`src/rtl/alu_arbiter.sv`:
```
// Two-requester front end for one shared combinational ALU.
// Picks one requester per open cycle, drives its operation to the ALU, and
// holds the result in a single-entry register until the owner consumes it.
module alu_arbiter #(
    parameter int unsigned CNT_W = 16,
    parameter bit          RR_EN = 1'b1
) (
    input  logic             clk_i,
    input  logic             rst_i,

    input  logic             req0_valid_i,
    output logic             req0_ready_o,
    input  logic [31:0]      req0_op1_i,
    input  logic [31:0]      req0_op2_i,
    input  logic [3:0]       req0_ctrl_i,

    input  logic             req1_valid_i,
    output logic             req1_ready_o,
    input  logic [31:0]      req1_op1_i,
    input  logic [31:0]      req1_op2_i,
    input  logic [3:0]       req1_ctrl_i,

    output logic [31:0]      alu_operand1_o,
    output logic [31:0]      alu_operand2_o,
    output logic [3:0]       alu_control_o,
    input  logic [31:0]      alu_result_i,
    input  logic             alu_zero_i,

    output logic             rsp0_valid_o,
    input  logic             rsp0_ready_i,
    output logic             rsp1_valid_o,
    input  logic             rsp1_ready_i,
    output logic [31:0]      rsp_result_o,
    output logic             rsp_zero_o,

    output logic [CNT_W-1:0] grant_cnt0_o,
    output logic [CNT_W-1:0] grant_cnt1_o
);

    localparam int unsigned DATA_W = 32;
    localparam int unsigned CTRL_W = 4;

    typedef enum logic {
        ST_IDLE = 1'b0,
        ST_HOLD = 1'b1
    } state_e;

    state_e             state_q, state_d;
    logic               owner_q, owner_d;     // 0: requester 0 owns the held result
    logic               rr_ptr_q, rr_ptr_d;   // 1: requester 1 wins the next tie
    logic [DATA_W-1:0]  result_q, result_d;
    logic               zero_q, zero_d;
    logic [CNT_W-1:0]   cnt0_q, cnt0_d;
    logic [CNT_W-1:0]   cnt1_q, cnt1_d;

    logic               owner_ready;
    logic               open_cycle;
    logic               gnt0;
    logic               gnt1;

    // State register with synchronous reset.
    always_ff @(posedge clk_i) begin
        if (rst_i) begin
            state_q  <= ST_IDLE;
            owner_q  <= 1'b0;
            rr_ptr_q <= 1'b0;
            result_q <= '0;
            zero_q   <= 1'b0;
            cnt0_q   <= '0;
            cnt1_q   <= '0;
        end else begin
            state_q  <= state_d;
            owner_q  <= owner_d;
            rr_ptr_q <= rr_ptr_d;
            result_q <= result_d;
            zero_q   <= zero_d;
            cnt0_q   <= cnt0_d;
            cnt1_q   <= cnt1_d;
        end
    end

    // Arbitration, ALU drive and next-state logic.
    always_comb begin
        state_d        = state_q;
        owner_d        = owner_q;
        rr_ptr_d       = rr_ptr_q;
        result_d       = result_q;
        zero_d         = zero_q;
        cnt0_d         = cnt0_q;
        cnt1_d         = cnt1_q;
        gnt0           = 1'b0;
        gnt1           = 1'b0;
        alu_operand1_o = '0;
        alu_operand2_o = '0;
        alu_control_o  = '0;

        owner_ready = owner_q ? rsp1_ready_i : rsp0_ready_i;
        // Requests presented while reset is high are never accepted.
        open_cycle  = !rst_i && ((state_q == ST_IDLE) || owner_ready);

        if (open_cycle) begin
            if (req0_valid_i && req1_valid_i) begin
                if (RR_EN && rr_ptr_q) begin
                    gnt1 = 1'b1;
                end else begin
                    gnt0 = 1'b1;
                end
            end else begin
                gnt0 = req0_valid_i;
                gnt1 = req1_valid_i;
            end
        end

        if (gnt0 || gnt1) begin
            alu_operand1_o = gnt1 ? req1_op1_i  : req0_op1_i;
            alu_operand2_o = gnt1 ? req1_op2_i  : req0_op2_i;
            alu_control_o  = gnt1 ? req1_ctrl_i : req0_ctrl_i;
            result_d       = alu_result_i;
            zero_d         = alu_zero_i;
            owner_d        = gnt1;
            rr_ptr_d       = gnt0;
            state_d        = ST_HOLD;
            if (gnt0 && (cnt0_q != {CNT_W{1'b1}})) begin
                cnt0_d = cnt0_q + CNT_W'(1);
            end
            if (gnt1 && (cnt1_q != {CNT_W{1'b1}})) begin
                cnt1_d = cnt1_q + CNT_W'(1);
            end
        end else if ((state_q == ST_HOLD) && owner_ready) begin
            state_d = ST_IDLE;
        end
    end

    // Handshake and held-result outputs.
    always_comb begin
        req0_ready_o = gnt0;
        req1_ready_o = gnt1;
        rsp0_valid_o = (state_q == ST_HOLD) && !owner_q;
        rsp1_valid_o = (state_q == ST_HOLD) && owner_q;
        rsp_result_o = result_q;
        rsp_zero_o   = zero_q;
        grant_cnt0_o = cnt0_q;
        grant_cnt1_o = cnt1_q;
    end

    // Width marker kept for readability of the control path.
    logic [CTRL_W-1:0] unused_ctrl_w;
    assign unused_ctrl_w = alu_control_o;

endmodule

```
`config.mk`:
```
export PLATFORM = sky130hd
export DESIGN_NAME = alu_arbiter
export DESIGN_NICKNAME = d
export VERILOG_FILES = /design/src/rtl/alu_arbiter.sv
export SDC_FILE = /design/constraint.sdc
export NUM_CORES = 1
export LEC_CHECK = 0
export ABC_AREA = 1
export CAP_MARGIN = 25
export CELL_PAD_IN_SITES_DETAIL_PLACEMENT = 1
export CELL_PAD_IN_SITES_GLOBAL_PLACEMENT = 2
export CORE_UTILIZATION = 16
export CTS_CLUSTER_DIAMETER = 40
export DETAILED_ROUTE_END_ITERATION = 8
export PLACE_DENSITY = 0.94
export SLEW_MARGIN = 10
export SYNTH_ARGS = -nofsm -noshare
export SYNTH_HDL_FRONTEND = slang
export SYNTH_SLANG_ARGS = --single-unit
```
`constraint.sdc`:
```
create_clock -name clk_i -period 2.9 [get_ports clk_i]
set_clock_uncertainty 0.2 [all_clocks]
set_input_delay 0.435 -clock clk_i [delete_from_list [all_inputs] [get_ports clk_i]]
set_output_delay 0.435 -clock clk_i [all_outputs]
set_load 0.005 [all_outputs]
```
Word-level counts from Yosys, hierarchy flattened
Cells that the tools add are included.
{"block": "word_totals", "regBits": 68, "inputBits": 175, "output_inout_bits": 137, "word_cells": 41}
{"block": "op_classes", "add_sub_neg": 2, "eq_ne": 2, "muxes": 15, "bitwise": 1, "reduce_logical": 14}
{"operator": "$mux 32", "count": 4}
{"operator": "$add 16x1->16 const B", "count": 2}
{"operator": "$ne 16x16->1 const B", "count": 2}
{"operator": "$mux 1", "count": 9}
{"operator": "$mux 4", "count": 2}
{"operator": "$logic_and 1x1->1", "count": 7}
{"operator": "$reduce_and 2->1", "count": 2}
{"operator": "$logic_not 1->1", "count": 2}
{"operator": "$logic_or 1x1->1", "count": 2}
{"operator": "$reduce_bool 2->1", "count": 1}
{"operator": "$not 1->1", "count": 1}

Longest topological paths before layout
Gate-level depths: netlist of the first run.
{"block": "depth", "word_depth": 6, "mapped_depth": 10, "ltp_nobuf": 9}

Least setup slack after synthesis of the first run
No wires, ideal clock.
{"block": "synth_timing", "kind": "input port to output port", "start": "input port req0_valid_i", "end": "output port alu_operand1_o[0]", "arrival_time_ns": 1.363, "setup_slack_ns": 0.902, "cell_stages": 9, "path_cell_list": "inv_1 > nand2_1 > nand2_1 > nand3_4 > nand2_2 > inv_2 > buf_4 > buf_2 > a21oi_1"}
{"block": "synth_via", "elab_chain_len": 5}
{"item": "start: declaration", "line": "11", "rtl": "input logic req0_valid_i,"}
{"item": "$logic_and 1x1->1", "line": "102", "rtl": "if (req0_valid_i && req1_valid_i) begin"}
{"item": "$mux 1", "line": "102"}
{"item": "$mux 1", "line": "101", "rtl": "if (open_cycle) begin"}
{"item": "$mux 32 / $logic_or 1x1->1 (equally long branches)", "line": "115, 114"}
{"item": "$mux 32 (*)", "line": "114", "rtl": "if (gnt0 || gnt1) begin"}
{"item": "end: declaration", "line": "23", "rtl": "output logic [31:0] alu_operand1_o,"}
Every way passes the cells marked *; elsewhere a longest branch is shown, timed or not.

Worst setup path after layout of the first run
{"block": "layout_timing", "start": "input port rsp0_ready_i", "end": "output port alu_operand1_o[12]"}
{"block": "layout_via", "elab_chain_len": 6}
{"item": "start: declaration", "line": "30", "rtl": "input logic rsp0_ready_i,"}
{"item": "$mux 1 (*)", "line": "97", "rtl": "owner_ready = owner_q ? rsp1_ready_i : rsp0_ready_i;"}
{"item": "$logic_or 1x1->1 (*)", "line": "99", "rtl": "open_cycle = !rst_i && ((state_q == ST_IDLE) || owner_ready);"}
{"item": "$logic_and 1x1->1 (*)", "line": "99"}
{"item": "$mux 1", "line": "101"}
{"item": "$mux 32 / $logic_or 1x1->1 (equally long branches)", "line": "115, 114"}
{"item": "$mux 32 (*)", "line": "114"}
Marked as above.

==> results of run 1 <==
==> cells in the final DEF, fill, tap and decap left out, types with 9 or more instances in the layout <==
cell,instances
nand2_1,252
clkdlybuf4s50_1,244
nor2_1,116
a21oi_1,87
dfxtp_1,67
dlymetal6s2s_1,47
o21ai_0,37
inv_1,27
buf_4,25
nand3_1,23
dlygate4sd2_1,19
clkbuf_16,12
nand4_1,11
a21oi_2,9
==> metal layers <==
| metal | part of all wire, % | vias to the layer above |
|---|---|---|
| met5 | 0 | - |
| met4 | 1.6 | 0 |
| met3 | 6.0 | 22 |
| met2 | 52 | 172 |
| met1 | 41 | 2721 |
| li1 | - | 2876 |
==> worst min path at each step <==
stage                     startpoint       end  slack, ns  cells after the start
after global routing        rr_ptr_q  rr_ptr_q       0.31                      2
final                       rr_ptr_q  rr_ptr_q       0.29                      2
after floorplan             rr_ptr_q  rr_ptr_q       0.25                      2
after CTS                   rr_ptr_q  rr_ptr_q       0.28                      2
after global placement      rr_ptr_q  rr_ptr_q       0.27                      2
after detailed placement    rr_ptr_q  rr_ptr_q       0.27                      2
==> cells by family (layout without fill, tap and decap cells) <==
family / after synthesis / in the layout / synth area share [%]
compound gates: 135 / 135 / 16.4
xor+xnor: 10 / 10 / 2.12
fa+ha+maj: 2 / 2 / 0.607
buf+inv: 69 / 397 / 7.46
flops: 68 / 68 / 33.0
simple gates: 414 / 414 / 40.4
==> through the flow <==
stage | setup TNS, ns | total power, mW
global placement | -7.60 | 2.06
finish | -0.0121 | 3.18
floorplan | 0 | 1.38
detailed placement | -9.33 | 2.07
CTS | -5.32 | 3.20
global route | -0.217 | 3.38
==> worst max-delay path, stage by stage <==
cell and delay (ns):
clkdlybuf4s50_1 0.41, nand2_1 0.08, nand3_2 0.12, nand3_4 0.21, buf_12 0.17, buf_6 0.14, nand2_1 0.06, a21oi_2 0.13
clkdlybuf4s50_1 0.50
==> state kept, by name, indices dropped and copies added (netlist names) <==
register and flops:
grant_cnt1_o 16, state_q 1, rsp_result_o 32, owner_q 1
rsp_zero_o 1, rr_ptr_q 1, grant_cnt0_o 16
==> power by group <==
part / total, mW / internal (mW) / leakage, nW / switching [mW]
clock network: 1.09 / 0.660 / 0.137 / 0.434
registers: 1.04 / 0.998 / 0.557 / 0.0382
logic: 1.05 / 0.600 / 3.32 / 0.453
==> cell type report <==
cell class              count  area, um^2
well taps                 330         413
fillers                  3134       16900
clock buffers               9         225
multi-input cells         561        2520
inverters                  30         128
flip-flops and latches     68        1360
clock inverters             7        67.6
repair buffers            351        3680
==> what timing repair did <==
action	CTS	global route
gates cloned	1	4
gates resized for setup	31	67
setup buffers	2	8
endpoints found under the setup margin	68	50
pin swaps	1	2
==> impl_metrics.tcl, run 1 <==
set metrics [dict create \
    syn-instance-count 698 \
    status "finished, violations left" \
    holdWs_ns 0.293 \
    drt_iter0_drc 197 \
    synth-seq-area-share_pct 33.0 \
    clock_latency_ns 0.34 \
    grt_usage_pct 15.1 \
    grt_max_degree 43 \
    synth_most_common_cell "nand2_1" \
    r2r_slack_ns 0.78 \
    yosysTopAreaCell "dfxtp_1" \
    drv_slew 0 \
    crit_path_end "alu_operand1_o[12]" \
    async_reset_ff_share_pct 0 \
    synth_nets 875 \
    ys_types 23 \
    globalRouteMet1Util_pct 16.7 \
    cp-start-kind "primary input" \
    post-place-cells 1325 \
    htreeDepth 3 \
    power_density_nw_per_um2 379 \
    hold_viol 0 \
    hold_path_class "reg2reg" \
    failed_checks "setup timing" \
    ys_warn_count 0 \
    grt_busiest_layer "met2" \
    io_pins 312 \
    worstPathArrival_ns 2.28 \
    crit_start "rsp0_ready_i" \
    ys.flop_type "dfxtp_1" \
    maxSlewHeadroom_pct 69.8 \
    cts.path.max_buffers 2 \
    num_rows 58 \
    first_global_vias 5826 \
    final_cell_area_um2 8400 \
    grt_util_met3_pct 4.76 \
    antenna_found_initial 0 \
    wl_um 21100 \
    r2r-end "grant_cnt0_o[14]" \
    first_pass_iters 4 \
    synth-edff-count 0 \
    antenna_cells 0 \
    wl_per_cell_um 15.5 \
    cts_hold_buffers 0 \
    dp_slack_ns -0.277 \
    start_util_pct 16.3 \
    crit_path_end_kind "primary output" \
    dp_hpwl_um 15600 \
    crit_fanout 9 \
    fin_crit_ns 2.91 \
    use_met2_pct 28.0 \
    synth_area_um2 4130 \
    finalWorstSetupSlack_ns -0.0121 \
    cts_root_buf "clkbuf_16" \
    via_count 5791 \
    core_area_um2 25300 \
    ys_ff_latch 68 \
    final_util_pct 33.2 \
    timing.fmax_ghz 0.343 \
    synth_top_area_share_pct 33.0 \
    p_leak_nw 4.01 \
    ff2ff_path_depth 7 \
    grt_overflow 0 \
    port_buffers 311 \
    post_dp_cell_area_um2 7720 \
    drc_errors 0 \
    clk_pin_slew_ns 0.06 \
    drv_cap 0 \
    gp_congestion 0.768 \
    syn_area_per_cell_um2 5.91 \
    grt_pass1_wl_um 31100 \
    ir_drop_mv 0.201 \
    synth_area_leaders "dfxtp_1, nand2_1, a21oi_1" \
    drtAntennaViolNets 0 \
    cts_made_buffers 9 \
    rsz0062_at_grt "true" \
    synth_commonest_cells "nand2_1, nor2_1, a21oi_1" \
    avgViaCountPerCell 4.27 \
    die_w_um 163 \
    r2r_start "grant_cnt0_o[0]" \
    fin_crit_sh_pct 100 \
    final_nets 1198 \
    setup_viol 1 \
    crit_required_ns 2.27 \
    cts_sinks 68 \
    crit_type "in2out" \
    tightest_slew_ns 0.452 \
    die_area_um2 26400 \
    fin_cells 1356 \
    drive_above_1_share_pct 7.80 \
    die_h_um 163 \
    cts_tree "done" \
    syn_to_final_growth_pct 104 \
]
No activity file was read; power rests on OpenSTA's default activity.
==> run 2: changes to the inputs <==
CORE_MARGIN = 5   (was not set)
MAX_ROUTING_LAYER = met4   (was not set)
==> run 2 against run 1 <==
Largest cell class unchanged. Setup slack improved by 0.016 ns. The flow now finishes without violations. Global-route usage fell by 0.66 points. Register-to-register slack got worse by 0.03 ns. Critical path type unchanged. Sequential power barely moved. Flip-flop and latch count did not move. Count of clock-buffer cells in the layout did not move. Non-clock buffer count fell by 8. Critical endpoint is now alu_operand1_o[11]. Highest routed layer unchanged. Utilization fell by 0.60 points. Routed wire length rose by 2.3%.
==> impl_metrics.tcl, run 2 (same netlist as run 1, synthesis figures left out) <==
set metrics [dict create \
    cp-start-kind "primary input" \
    worstPathArrival_ns 2.26 \
    max_stage_delay_ns 0.52 \
    power_density_nw_per_um2 405 \
    tightest_slew_ns 0.461 \
    ir_drop_mv 0.257 \
    status "complete, no violations" \
    fin_crit_sh_pct 99.9 \
    drv_cap 0 \
    first_global_vias 6112 \
    cts_sinks 68 \
    cts_root_buf "clkbuf_16" \
    rsz0062_at_grt "true" \
    holdWs_ns 0.274 \
    cts.path.max_buffers 2 \
    setup_viol 0 \
    avgViaCountPerCell 4.25 \
    wl_um 21600 \
    setup-tns-final_ns 0 \
    fin_crit_ns 2.90 \
    io_pins 312 \
    drc_errors 0 \
    clock_latency_ns 0.34 \
    final_util_pct 32.6 \
    crit_path_end_kind "primary output" \
    fill_cells 3136 \
    cpMaxStageDelayCell "clkdlybuf4s50_1" \
    hold_depth 2 \
    start_util_pct 16.3 \
    final_cell_mix "nand2_1, clkdlybuf4s50_1, nor2_1" \
    worstHoldStart "rr_ptr_q" \
    grt_pass1_wl_um 32200 \
    port_buffers 311 \
    drv_slew 0 \
    maxSlewHeadroom_pct 69.3 \
    final_nets 1190 \
    htreeDepth 3 \
    grt_overflow 0 \
    drive_above_1_share_pct 6.58 \
    largest_reg_flops 32 \
    cts_tree "done" \
    r2r_start "grant_cnt0_o[0]" \
    holdPathEnd "rr_ptr_q" \
    crit_type "in2out" \
    crit_fanout 15 \
    hold_viol 0 \
    drt_iter0_drc 191 \
    crit_required_ns 2.27 \
    p_leak_nw 3.56 \
    final_common_cell "nand2_1" \
    grt_max_degree 46 \
    crit_chain "clkdlybuf4s50_1 -> nand2_2 -> nand3_4 -> nand3_4 -> nand2_4 -> clkinv_8 -> buf_12 -> a21oi_1 -> clkdlybuf4s50_1" \
    r2r_slack_ns 0.75 \
    via_count 5729 \
    clk_pin_slew_ns 0.06 \
    core_area_um2 25300 \
    cp_top_family "buffers and inverters" \
    grt_usage_pct 14.4 \
    num_rows 58 \
    r2r-end "grant_cnt0_o[9]" \
    critical_path_buf_inv_count 4 \
    ff2ff_path_depth 7 \
    die_area_um2 29100 \
    antenna_cells 0 \
    hold_path_class "reg2reg" \
    die_w_um 171 \
    cts_made_buffers 9 \
    timing.fmax_ghz 0.345 \
    total_power_mw 3.34 \
    wl_per_cell_um 16.0 \
    gp_congestion 0.854 \
    drtAntennaViolNets 0 \
    syn_to_final_growth_pct 99.8 \
    antenna_found_initial 0 \
    dp_hpwl_um 16900 \
    die_h_um 171 \
    first_pass_iters 4 \
    cts_hold_buffers 0 \
]
## run 2: changes by cell type in the layout (fill, tap and decap cells not counted), sizes merged
cell	change
dlygate4sd2	+29
buf	-8
clkdlybuf4s15	+7
bufbuf	+1
clkinvlp	-2
bufinv	+2
dlymetal6s2s	-36
clkinv	-1
inv	+1
clkbuf	-1
## run 2: routing by layer
metal  GRT usage [%]  share of wire [%]  vias to the layer above  wire (um)
met5               -                  0                        -          0
met3            4.51                6.6                       28       1430
met1            15.6                 39                     2653       8500
met2            25.6                 52                      184      11100
met4            3.85                2.4                        0        526
li1                -                  -                     2864          -
## run 2: how the worst max path moves through the flow
| stage | cells after the start | to | slack, ns | from |
|---|---|---|---|---|
| floorplan | 9 | alu_operand1_o[0] | 0.90 | req0_valid_i |
| global placement | 9 | alu_operand1_o[2] | -0.21 | rsp1_ready_i |
| detailed placement | 9 | alu_operand2_o[15] | -0.28 | rsp1_ready_i |
| CTS | 9 | alu_operand2_o[27] | -0.12 | rsp1_ready_i |
| global route | 9 | alu_operand1_o[11] | -0.13 | rsp1_ready_i |
| finish | 9 | alu_operand1_o[11] | 0.004 | rsp1_ready_i |
## run 2: power by group
part	switching (mW)	internal (mW)
clock network	0.447	0.846
registers	0.0378	0.998
logic	0.432	0.579
## run 2: metrics by stage
step / setup slack (ns) / std cells / instance area, um^2
floorplan: 0.902 / 698 / 4130
global placement: -0.213 / 1327 / 7750
detailed placement: -0.281 / 1327 / 7750
CTS: -0.119 / 1344 / 8130
global route: -0.130 / 1348 / 8240
finish: 0.00412 / 1348 / 8240
## run 2: worst register-to-register path: stages (launching register included)
cell and delay, ns:
dfxtp_1 0.45, ha_1 0.25, nand3_1 0.16, nor2_1 0.28
nand2_1 0.09, nand2_1 0.36, nand2_1 0.13, a21oi_1 0.17
## run 2: area by class of cell
class | instances | area (um^2) | area share (%)
Timing Repair Buffer | 343 | 3490 | 42.4
Multi-Input combinational cell | 561 | 2490 | 30.3
Sequential cell | 68 | 1360 | 16.5
Tap cell | 330 | 413 | 5.01
Clock buffer | 9 | 225 | 2.73
Inverter | 30 | 130 | 1.58
Clock inverter | 7 | 124 | 1.50
## run 2: repair_timing
item                                    4_1_cts  5_1_grt
pin swaps                                     1        2
cloned                                        1        2
buffers inserted                              0        2
endpoints found under the setup margin       68       22
resized for setup                            72       25
